`src/rtl/decode_stage_if.sv`:
```
// IF/ID -> ID/EX bundle for the decode stage: fetch-side inputs,
// writeback port and the registered ID/EX outputs.
interface decode_stage_if;
    logic [31:0] if_id_ir;
    logic [31:0] if_id_npc;
    logic        branch_cond;
    logic        wb_en;
    logic [4:0]  wb_rd;
    logic [31:0] wb_data;
    logic        hazard;
    logic        id_ex_valid;
    logic [31:0] id_ex_ir;
    logic [31:0] id_ex_npc;
    logic [31:0] id_ex_a;
    logic [31:0] id_ex_b;
    logic [31:0] id_ex_imm;
    logic [4:0]  id_ex_rd;
    logic        id_ex_is_load;
    logic [15:0] stall_count;

    modport master (
        output if_id_ir, if_id_npc, branch_cond,
        output wb_en, wb_rd, wb_data,
        input  hazard, id_ex_valid, id_ex_ir, id_ex_npc,
        input  id_ex_a, id_ex_b, id_ex_imm, id_ex_rd,
        input  id_ex_is_load, stall_count
    );

    modport slave (
        input  if_id_ir, if_id_npc, branch_cond,
        input  wb_en, wb_rd, wb_data,
        output hazard, id_ex_valid, id_ex_ir, id_ex_npc,
        output id_ex_a, id_ex_b, id_ex_imm, id_ex_rd,
        output id_ex_is_load, stall_count
    );
endinterface

```
`src/rtl/decode_stage.sv`:
```
// ID stage: register file, immediates, load-use stall FSM, branch squash.
// Optional hazard-cycle counter enabled by DECODE_STALL_STATS_EN.
module decode_stage #(
    parameter int unsigned LOAD_USE_STALLS = 1
) (
    input logic clk,
    input logic reset,
    decode_stage_if.slave bus
);
    localparam logic [6:0] OP_LOAD   = 7'b0000011;
    localparam logic [6:0] OP_IMM    = 7'b0010011;
    localparam logic [6:0] OP_JALR   = 7'b1100111;
    localparam logic [6:0] OP_STORE  = 7'b0100011;
    localparam logic [6:0] OP_BRANCH = 7'b1100011;
    localparam logic [6:0] OP_LUI    = 7'b0110111;
    localparam logic [6:0] OP_AUIPC  = 7'b0010111;
    localparam logic [6:0] OP_JAL    = 7'b1101111;
    localparam logic [6:0] OP_REG    = 7'b0110011;
    localparam logic [2:0] STALL_INIT = 3'(LOAD_USE_STALLS - 1);

    typedef enum logic {RUN, STALL} state_e;

    typedef struct packed {
        logic        valid;
        logic [31:0] ir;
        logic [31:0] npc;
        logic [31:0] a;
        logic [31:0] b;
        logic [31:0] imm;
        logic [4:0]  rd;
        logic        is_load;
    } id_ex_t;

    state_e      state_q, state_d;
    logic [2:0]  cnt_q, cnt_d;
    id_ex_t      id_ex_q, id_ex_d, dec;
    logic [31:0] rf_q [32];
    logic [31:0] rf_d [32];

    logic [31:0] ir;
    logic [6:0]  opcode;
    logic [4:0]  rs1, rs2, rd_f;
    logic        is_i, is_s, is_b, is_u, is_j;
    logic        uses_rs1, uses_rs2, has_rd;
    logic        ld_use, hazard_c, bubble;
    logic [31:0] imm, rs1_val, rs2_val;

    assign ir     = bus.if_id_ir;
    assign opcode = ir[6:0];
    assign rd_f   = ir[11:7];
    assign rs1    = ir[19:15];
    assign rs2    = ir[24:20];

    assign is_i = opcode == OP_LOAD || opcode == OP_IMM
               || opcode == OP_JALR;
    assign is_s = opcode == OP_STORE;
    assign is_b = opcode == OP_BRANCH;
    assign is_u = opcode == OP_LUI || opcode == OP_AUIPC;
    assign is_j = opcode == OP_JAL;

    assign uses_rs1 = !(is_u || is_j);
    assign uses_rs2 = opcode == OP_REG || is_s || is_b;
    assign has_rd   = !(is_s || is_b);

    always_comb begin
        imm = '0;
        unique case (1'b1)
            is_i: imm = {{20{ir[31]}}, ir[31:20]};
            is_s: imm = {{20{ir[31]}}, ir[31:25], ir[11:7]};
            is_b: imm = {{19{ir[31]}}, ir[31], ir[7],
                         ir[30:25], ir[11:8], 1'b0};
            is_u: imm = {ir[31:12], 12'b0};
            is_j: imm = {{11{ir[31]}}, ir[31], ir[19:12],
                         ir[20], ir[30:21], 1'b0};
            default: imm = '0;
        endcase
    end

    // A writeback landing this cycle is visible to the read ports.
    always_comb begin
        rs1_val = rf_q[rs1];
        if (rs1 == 5'd0)
            rs1_val = '0;
        else if (bus.wb_en && bus.wb_rd == rs1)
            rs1_val = bus.wb_data;
    end

    always_comb begin
        rs2_val = rf_q[rs2];
        if (rs2 == 5'd0)
            rs2_val = '0;
        else if (bus.wb_en && bus.wb_rd == rs2)
            rs2_val = bus.wb_data;
    end

    always_comb begin
        rf_d = rf_q;
        if (bus.wb_en && bus.wb_rd != 5'd0)
            rf_d[bus.wb_rd] = bus.wb_data;
    end

    always_comb begin
        dec         = '0;
        dec.valid   = ir != 32'h0;
        dec.ir      = ir;
        dec.npc     = bus.if_id_npc;
        dec.a       = rs1_val;
        dec.b       = rs2_val;
        dec.imm     = imm;
        dec.rd      = has_rd ? rd_f : 5'd0;
        dec.is_load = opcode == OP_LOAD;
    end

    assign ld_use = id_ex_q.valid && id_ex_q.is_load
                 && id_ex_q.rd != 5'd0
                 && ((uses_rs1 && rs1 == id_ex_q.rd)
                  || (uses_rs2 && rs2 == id_ex_q.rd))
                 && ir != 32'h0;

    // A taken branch outranks any stall: the if_id word is wrong-path.
    always_comb begin
        state_d  = state_q;
        cnt_d    = cnt_q;
        hazard_c = 1'b0;
        bubble   = 1'b0;
        if (bus.branch_cond) begin
            bubble  = 1'b1;
            state_d = RUN;
            cnt_d   = 3'd0;
        end else begin
            unique case (state_q)
                RUN: begin
                    if (ld_use) begin
                        hazard_c = 1'b1;
                        bubble   = 1'b1;
                        if (LOAD_USE_STALLS > 1) begin
                            state_d = STALL;
                            cnt_d   = STALL_INIT;
                        end
                    end
                end
                STALL: begin
                    hazard_c = 1'b1;
                    bubble   = 1'b1;
                    cnt_d    = cnt_q - 3'd1;
                    if (cnt_q == 3'd1)
                        state_d = RUN;
                end
                default: state_d = RUN;
            endcase
        end
    end

    assign id_ex_d = bubble ? '0 : dec;

    always_ff @(posedge clk) begin
        if (reset) begin
            state_q <= RUN;
            cnt_q   <= 3'd0;
            id_ex_q <= '0;
            for (int i = 0; i < 32; i++)
                rf_q[i] <= '0;
        end else begin
            state_q <= state_d;
            cnt_q   <= cnt_d;
            id_ex_q <= id_ex_d;
            rf_q    <= rf_d;
        end
    end

    assign bus.hazard        = hazard_c && !reset;
    assign bus.id_ex_valid   = id_ex_q.valid;
    assign bus.id_ex_ir      = id_ex_q.ir;
    assign bus.id_ex_npc     = id_ex_q.npc;
    assign bus.id_ex_a       = id_ex_q.a;
    assign bus.id_ex_b       = id_ex_q.b;
    assign bus.id_ex_imm     = id_ex_q.imm;
    assign bus.id_ex_rd      = id_ex_q.rd;
    assign bus.id_ex_is_load = id_ex_q.is_load;

`ifdef DECODE_STALL_STATS_EN
    logic [15:0] stall_cnt_q, stall_cnt_d;

    always_comb begin
        stall_cnt_d = stall_cnt_q;
        if (hazard_c && stall_cnt_q != 16'hFFFF)
            stall_cnt_d = stall_cnt_q + 16'd1;
    end

    always_ff @(posedge clk) begin
        if (reset)
            stall_cnt_q <= '0;
        else
            stall_cnt_q <= stall_cnt_d;
    end

    assign bus.stall_count = stall_cnt_q;
`else
    assign bus.stall_count = 16'h0;
`endif
endmodule

```
`src/flat_wrapper.sv`:
```
// flat-port wrapper written by rule: the top's interface ports become plain ports
module decode_stage_flat 
#(
    parameter int unsigned LOAD_USE_STALLS = 1
)
  (clk, reset, bus_if_id_ir, bus_if_id_npc, bus_branch_cond, bus_wb_en, bus_wb_rd, bus_wb_data, bus_hazard, bus_id_ex_valid, bus_id_ex_ir, bus_id_ex_npc, bus_id_ex_a, bus_id_ex_b, bus_id_ex_imm, bus_id_ex_rd, bus_id_ex_is_load, bus_stall_count);
  decode_stage_if bus_i ();
  input logic clk;
  input logic reset;
  input wire logic [$bits(bus_i.if_id_ir)-1:0] bus_if_id_ir;
  input wire logic [$bits(bus_i.if_id_npc)-1:0] bus_if_id_npc;
  input wire logic [$bits(bus_i.branch_cond)-1:0] bus_branch_cond;
  input wire logic [$bits(bus_i.wb_en)-1:0] bus_wb_en;
  input wire logic [$bits(bus_i.wb_rd)-1:0] bus_wb_rd;
  input wire logic [$bits(bus_i.wb_data)-1:0] bus_wb_data;
  output wire logic [$bits(bus_i.hazard)-1:0] bus_hazard;
  output wire logic [$bits(bus_i.id_ex_valid)-1:0] bus_id_ex_valid;
  output wire logic [$bits(bus_i.id_ex_ir)-1:0] bus_id_ex_ir;
  output wire logic [$bits(bus_i.id_ex_npc)-1:0] bus_id_ex_npc;
  output wire logic [$bits(bus_i.id_ex_a)-1:0] bus_id_ex_a;
  output wire logic [$bits(bus_i.id_ex_b)-1:0] bus_id_ex_b;
  output wire logic [$bits(bus_i.id_ex_imm)-1:0] bus_id_ex_imm;
  output wire logic [$bits(bus_i.id_ex_rd)-1:0] bus_id_ex_rd;
  output wire logic [$bits(bus_i.id_ex_is_load)-1:0] bus_id_ex_is_load;
  output wire logic [$bits(bus_i.stall_count)-1:0] bus_stall_count;
  assign bus_i.if_id_ir = bus_if_id_ir;
  assign bus_i.if_id_npc = bus_if_id_npc;
  assign bus_i.branch_cond = bus_branch_cond;
  assign bus_i.wb_en = bus_wb_en;
  assign bus_i.wb_rd = bus_wb_rd;
  assign bus_i.wb_data = bus_wb_data;
  assign bus_hazard = bus_i.hazard;
  assign bus_id_ex_valid = bus_i.id_ex_valid;
  assign bus_id_ex_ir = bus_i.id_ex_ir;
  assign bus_id_ex_npc = bus_i.id_ex_npc;
  assign bus_id_ex_a = bus_i.id_ex_a;
  assign bus_id_ex_b = bus_i.id_ex_b;
  assign bus_id_ex_imm = bus_i.id_ex_imm;
  assign bus_id_ex_rd = bus_i.id_ex_rd;
  assign bus_id_ex_is_load = bus_i.id_ex_is_load;
  assign bus_stall_count = bus_i.stall_count;
  decode_stage #(.LOAD_USE_STALLS(LOAD_USE_STALLS)) u_core (.clk(clk), .reset(reset), .bus(bus_i));
endmodule
```
`config.mk`:
```
export PLATFORM = sky130hd
export DESIGN_NAME = decode_stage_flat
export DESIGN_NICKNAME = d
export VERILOG_FILES = /design/src/rtl/decode_stage_if.sv /design/src/rtl/decode_stage.sv /design/src/flat_wrapper.sv
export SDC_FILE = /design/constraint.sdc
export NUM_CORES = 2
export LEC_CHECK = 0
export CAP_MARGIN = 20
export CORE_ASPECT_RATIO = 2
export CORE_MARGIN = 2
export CORE_UTILIZATION = 50
export CTS_CLUSTER_SIZE = 20
export DETAILED_ROUTE_END_ITERATION = 8
export PLACE_DENSITY = 0.7
export REMOVE_ABC_BUFFERS = 1
export SLEW_MARGIN = 20
export SYNTH_ARGS = -nofsm -noshare
export SYNTH_HDL_FRONTEND = slang
export SYNTH_SLANG_ARGS = --single-unit
```
`constraint.sdc`:
```
create_clock -name clk -period 4.15 [get_ports clk]
set_input_delay 0.6225 -clock clk [delete_from_list [all_inputs] [get_ports clk]]
set_output_delay 0.6225 -clock clk [all_outputs]
set_load 0.05 [all_outputs]
```
# Word level (Yosys, flattened, before mapping)
# Cells that the tools add are included.
[classes]
n_addsub = 1
magnitude_cmp = 4
n_eq_ne = 14
n_mux = 17
bitwise = 4
n_reduce_logical = 32
[ops]
columns = ["cell", "count"]
rows = [
  ["$bwmux W1024", 1],
  ["$bmux W32 S5", 2],
  ["$mux W32", 7],
  ["$demux W32 S5", 1],
  ["$pmux W32 S5", 1],
  ["$reduce_bool A32 Y1", 1],
  ["$eq A7 B6 Y1 const B", 3],
  ["$eq A7 B7 Y1 const B", 3],
  ["$eq A5 B5 Y1", 4],
  ["$ge A6 B6 Y1 const B", 3],
  ["$not A5 Y6", 3],
  ["$eq A7 B5 Y1 const B", 2],
  ["$reduce_or A3 Y1", 4],
  ["$logic_and A1 B1 Y1", 11],
  ["$logic_not A5 Y1", 2],
  ["$reduce_bool A5 Y1", 2],
  ["$logic_or A1 B1 Y1", 8],
  ["$eq A7 B2 Y1 const B", 1],
  ["$lt A6 B1 Y1 const B", 1],
  ["$mux W1", 4],
  ["$reduce_or A2 Y1", 2],
  ["$eq A3 B1 Y1 const B", 1],
  ["$sub A3 B1 Y3 const B", 1],
  ["$logic_not A1 Y1", 2],
  ["other kinds (2)", 2],
]
[word_totals]
reg_bits = 1195
input_bits = 105
out_inout_bits = 184
elab_cells = 114

# Depth between registers and ports, before layout
[logic_depth]
word_depth = 12
depth_mapped = 9
depth_no_buf = 5

# Least setup slack after synthesis
# OpenSTA, ideal clock, no wires.
[synth_path]
path_kind = "input to output"
from = "input port bus_if_id_ir[4]"
to = "output port bus_hazard"
t_arrival_ns = 2.685
required_ns = 3.527
path_slack_ns = 0.843
cell_stages = 8
n_path_buf = 3
path_cell_list = "buf_2 or3b_1 a21oi_2 or4_1 a211oi_2 buf_2 buf_4 and2_1"
[synth_via]
elab_chain_len = 12
word_cells_on_any_way = 21
[synth_lines]
columns = ["item", "line", "text"]
rows = [
  ["start: declaration", "flat_wrapper.sv:10", "input wire logic [$bits(bus_i.if_id_ir)-1:0] bus_if_id_ir;"],
  ["$eq A7 B6 Y1 / $eq A7 B5 Y1 (equally long branches)", "decode_stage.sv:58", "assign is_u = opcode == OP_LUI || opcode == OP_AUIPC;"],
  ["$logic_or A1 B1 Y1", "decode_stage.sv:58", ""],
  ["$logic_or A1 B1 Y1", "decode_stage.sv:61", "assign uses_rs1 = !(is_u || is_j);"],
  ["$logic_not A1 Y1", "decode_stage.sv:61", ""],
  ["$logic_and A1 B1 Y1", "decode_stage.sv:116", "&& ((uses_rs1 && rs1 == id_ex_q.rd)"],
  ["$logic_or A1 B1 Y1", "decode_stage.sv:117", "|| (uses_rs2 && rs2 == id_ex_q.rd))"],
  ["$logic_and A1 B1 Y1", "decode_stage.sv:116", ""],
  ["$logic_and A1 B1 Y1 *", "decode_stage.sv:118", "&& ir != 32'h0;"],
  ["$mux W1 *", "decode_stage.sv:133", "if (ld_use) begin"],
  ["$pmux W1 S2 *", "decode_stage.sv:131", "unique case (state_q)"],
  ["$mux W1 *", "decode_stage.sv:126", "if (bus.branch_cond) begin"],
  ["$logic_and A1 B1 Y1 *", "decode_stage.sv:171", "assign bus.hazard = hazard_c && !reset;"],
  ["end: declaration", "flat_wrapper.sv:16", "output wire logic [$bits(bus_i.hazard)-1:0] bus_hazard;"],
]
# Mark *: on every way between the ends. The rest lies on a longest branch, timed or not.

# Final worst setup path
[layout_path]
from = "input port bus_if_id_ir[31]"
to = "output port bus_hazard"
[layout_via]
elab_chain_len = 6
[layout_lines]
columns = ["item", "line"]
rows = [
  ["$reduce_bool A32 Y1", "decode_stage.sv:118"],
  ["$logic_and A1 B1 Y1", "decode_stage.sv:118"],
  ["$mux W1", "decode_stage.sv:133"],
  ["$pmux W1 S2", "decode_stage.sv:131"],
  ["$mux W1", "decode_stage.sv:126"],
  ["$logic_and A1 B1 Y1", "decode_stage.sv:171"],
]
# Every way passes these cells.

==> flow_summary_export.csv <==
group,metric,value,unit
run_status,outcome,"finished clean",
synth,netlist.area_leader.share,42.1,%
placed_design,gp_congestion,0.931,
synth,async_flop_share,0,%
detailed_routing,drtAntennaViolNets,0,
synth,synth_area_leader_cell,"dfxtp_1",
detailed_routing,dr.first_iter.drc_count,6616,
clocking,cts_tree,"done",
clocking,clkSinkCount,1195,
floorplanning,core,0.113,mm2
clocking,clk_latency,0.77,ns
floorplanning,rows,174,
final_layout,fillCellCount,9698,
power,p_per_area,373,mW/mm2
global_route,antenna_found_initial,14,
placed_design,port_buffers,272,
synth,yosys_most_used_dff,"dfxtp_1",
worst_setup_path,end_kind,"primary output",
sta,timing.fmax,271,MHz
detailed_routing,drc,0,
sta,fin_crit_sh,88.8,%
sta,worstMarginPinSlew,1.17,ns
sta,drv_slew,0,
worst_setup_path,start_kind,"input port",
floorplanning,design.die.area,0.116,mm2
synth,syn-cell-area,0.0568,mm2
clocking,cts-resized-gates,0,
detailed_routing,vias,51300,
sta,rsz0062_at_grt,"false",
floorplanning,num_io_pins,289,
clocking,htreeDepth,3,
detailed_routing,routed_via_density,6.59,
sta,hold_violations,0,
detailed_routing,wl_per_cell,27.6,um
power,leakagePower,21.9,nW
floorplanning,initial_utilization,50.4,%
global_route,grt_max_degree,217,
synth,ys_ff_latch,1195,
synth,synth_area_leaders,"dfxtp_1 (42%), mux4_2 (20%), nand2_1 (12%)",
global_route,grt_pass1_vias,50400,
synth,synth_common_cells,"nand2_1 (1778), dfxtp_1 (1195), a21oi_1 (915)",
final_layout,layout-drive-gt1-share,15.7,%
flow_run,drv_cap,0,
worst_setup_path,crit_fanout,6,
final_layout,final_cells,7774,
sta,finalSetupViolations,0,
sta,period_needed,3.68,ns
floorplanning,die_x,242,um
sta,max_slew_margin,22.0,%
synth,synth_seq_area_share,42.1,%
detailed_routing,first_pass_iters,8,
synth,synth-edff-count,0,
synth,syn_inst,6258,
placed_design,dp_slack,0.447,ns
final_layout,nets,6299,
clocking,cts_buffer_depth,3,
clocking,cts_hold_buf,0,
synth,postSynthAreaPerCell,9.07,um2
global_route,grt_use_total,36.1,%
clocking,post_cts_buffers,0,
synth,yosys_warnings,0,
detailed_routing,wl,215000,um
clocking,path_clk_slew,0.07,ns
global_route,grt.overflow.total,0,
floorplanning,die_h,481,um
sta,clock_skew,0.0322,ns
synth,yosysUniqueCellTypes,53,
global_route,grt_pass1_wl,316000,um
sta,layout_setup_ws,0.466,ns
sta,whs,0.264,ns
clocking,numCtsBuffers,102,
power,vdd_drop_max,0.326,mV
synth,synth.most_common_cell,"nand2_1",
hold_path,hold_path_class,"in -> reg",
worst_setup_path,crit_type,"in -> out",
worst_setup_path,critical_path_required,3.53,ns
final_layout,area_growth,14.3,%
worst_setup_path,cp.arrival,3.06,ns
placed_design,dpl.hpwl,134000,um
placed_design,dp.cells,7584,
clocking,root_buffer,"clkbuf_16",
power,power,24.2,mW
[path summary, 6_finish.rpt]
kind / start / end / slack (ns) / cells after the start
worst min register to register: u_core.rf_q[275] / u_core.rf_q[275] / 0.46 / 2
worst min-delay path: reset / u_core.rf_q[254] / 0.26 / 2
worst max-delay path: bus_if_id_ir[31] / bus_hazard / 0.47 / 7
worst max register to register: u_core.bus.id_ex_rd[4] / u_core.bus.id_ex_a[13] / 1.69 / 6
[kinds of logic (layout without fill, tap and decap cells)]
family / after synthesis / after routing / synth area share, %
flip-flops: 1195 / 1195 / 42.1
XOR/XNOR: 22 / 22 / 0.339
multiplexers: 672 / 672 / 23.1
AND/OR/NAND/NOR: 2344 / 2344 / 16.8
other: 1 / 22 / 0.00661
AO/OA/AOI/OAI: 1286 / 1286 / 12.4
adder cells (fa/ha/maj): 2 / 2 / 0.0441
buffers and inverters: 736 / 735 / 5.22
[final cells by class]
class	instances	area, um2	share of cell area, %
Tap cell	1496	1870	2.89
Clock inverter	46	574	0.885
Multi-Input combinational cell	4342	30300	46.7
Clock buffer	138	2920	4.50
Inverter	69	262	0.403
Antenna cell	6	15.0	0.0231
Timing Repair Buffer	482	5040	7.76
Sequential cell	1195	23900	36.9
[flip-flops by register name, summed over array words and instances (netlist names)]
register	count
u_core.bus.id_ex_ir	32
u_core.bus.id_ex_is_load	1
u_core.cnt_q	3
u_core.bus.id_ex_a	32
u_core.bus.id_ex_b	32
u_core.rf_q	1024
u_core.bus.id_ex_imm	32
u_core.bus.id_ex_valid	1
u_core.state_q	1
u_core.bus.id_ex_rd	5
u_core.bus.id_ex_npc	32
[power by group]
group / total [mW] / switching, mW / leakage (nW) / internal (mW)
Sequential: 11.7 / 0.0823 / 9.65 / 11.6
Clock: 10.2 / 4.67 / 1.69 / 5.54
Combinational: 2.32 / 1.59 / 10.6 / 0.729
[placed cells by master (no fill, tap or decap), types with 4 or more instances in the layout]
cell                n
mux4_2            512
clkinv_2           12
a21oi_1           915
diode_2             6
dfxtp_1          1195
xor2_1             16
o21ai_0            97
nor4_1             80
nand3b_1           34
clkbuf_1           14
nor2_1            207
and2_2              5
nor2b_1            32
inv_1              66
nand2_1          1747
clkinvlp_4         10
clkdlybuf4s50_1   262
a22oi_1           129
buf_12             58
xnor2_1             6
bufinv_16           9
and2_1              4
o22ai_1            97
nor2_4             26
clkinv_4            6
buf_4             154
buf_8               5
inv_6               5
o31ai_1            31
clkbuf_16         103
clkbuf_8           21
conb_1             16
nand3_1             9
mux2i_1           159
nor3_1            137
nand2b_1            4
or2_2               6
nand2_2            31
[stage by stage]
step | cell area (um2) | setup TNS (ns) | util (%)
after floorplan | 54100 | -459.62 | -
after global placement | 61400 | 0 | 54.5
after detailed placement | 61400 | 0 | 54.5
after CTS | 64900 | 0 | 57.6
after global routing | 64900 | 0 | 57.6
final | 64900 | 0 | 57.6
[worst max-delay path, stage by stage]
cell,delay [ns]
clkdlybuf4s50_1,0.57
nor4_1,0.64
nand4_1,0.27
nor4_1,0.49
a211oi_4,0.11
and2_1,0.21
buf_12,0.15
[per-layer routing]
metal / wire, um / part of all wire [%] / vias to the layer above / GRT usage (%)
met1: 68000 / 32 / 24500 / 39.5
met2: 100000 / 47 / 3736 / 58.8
met4: 20900 / 9.7 / 16 / 30.7
met5: 95 / 0.044 / - / 0
met3: 25600 / 12 / 1254 / 8.93
li1: - / - / 21700 / -
Power figures use the tool's default switching activity.
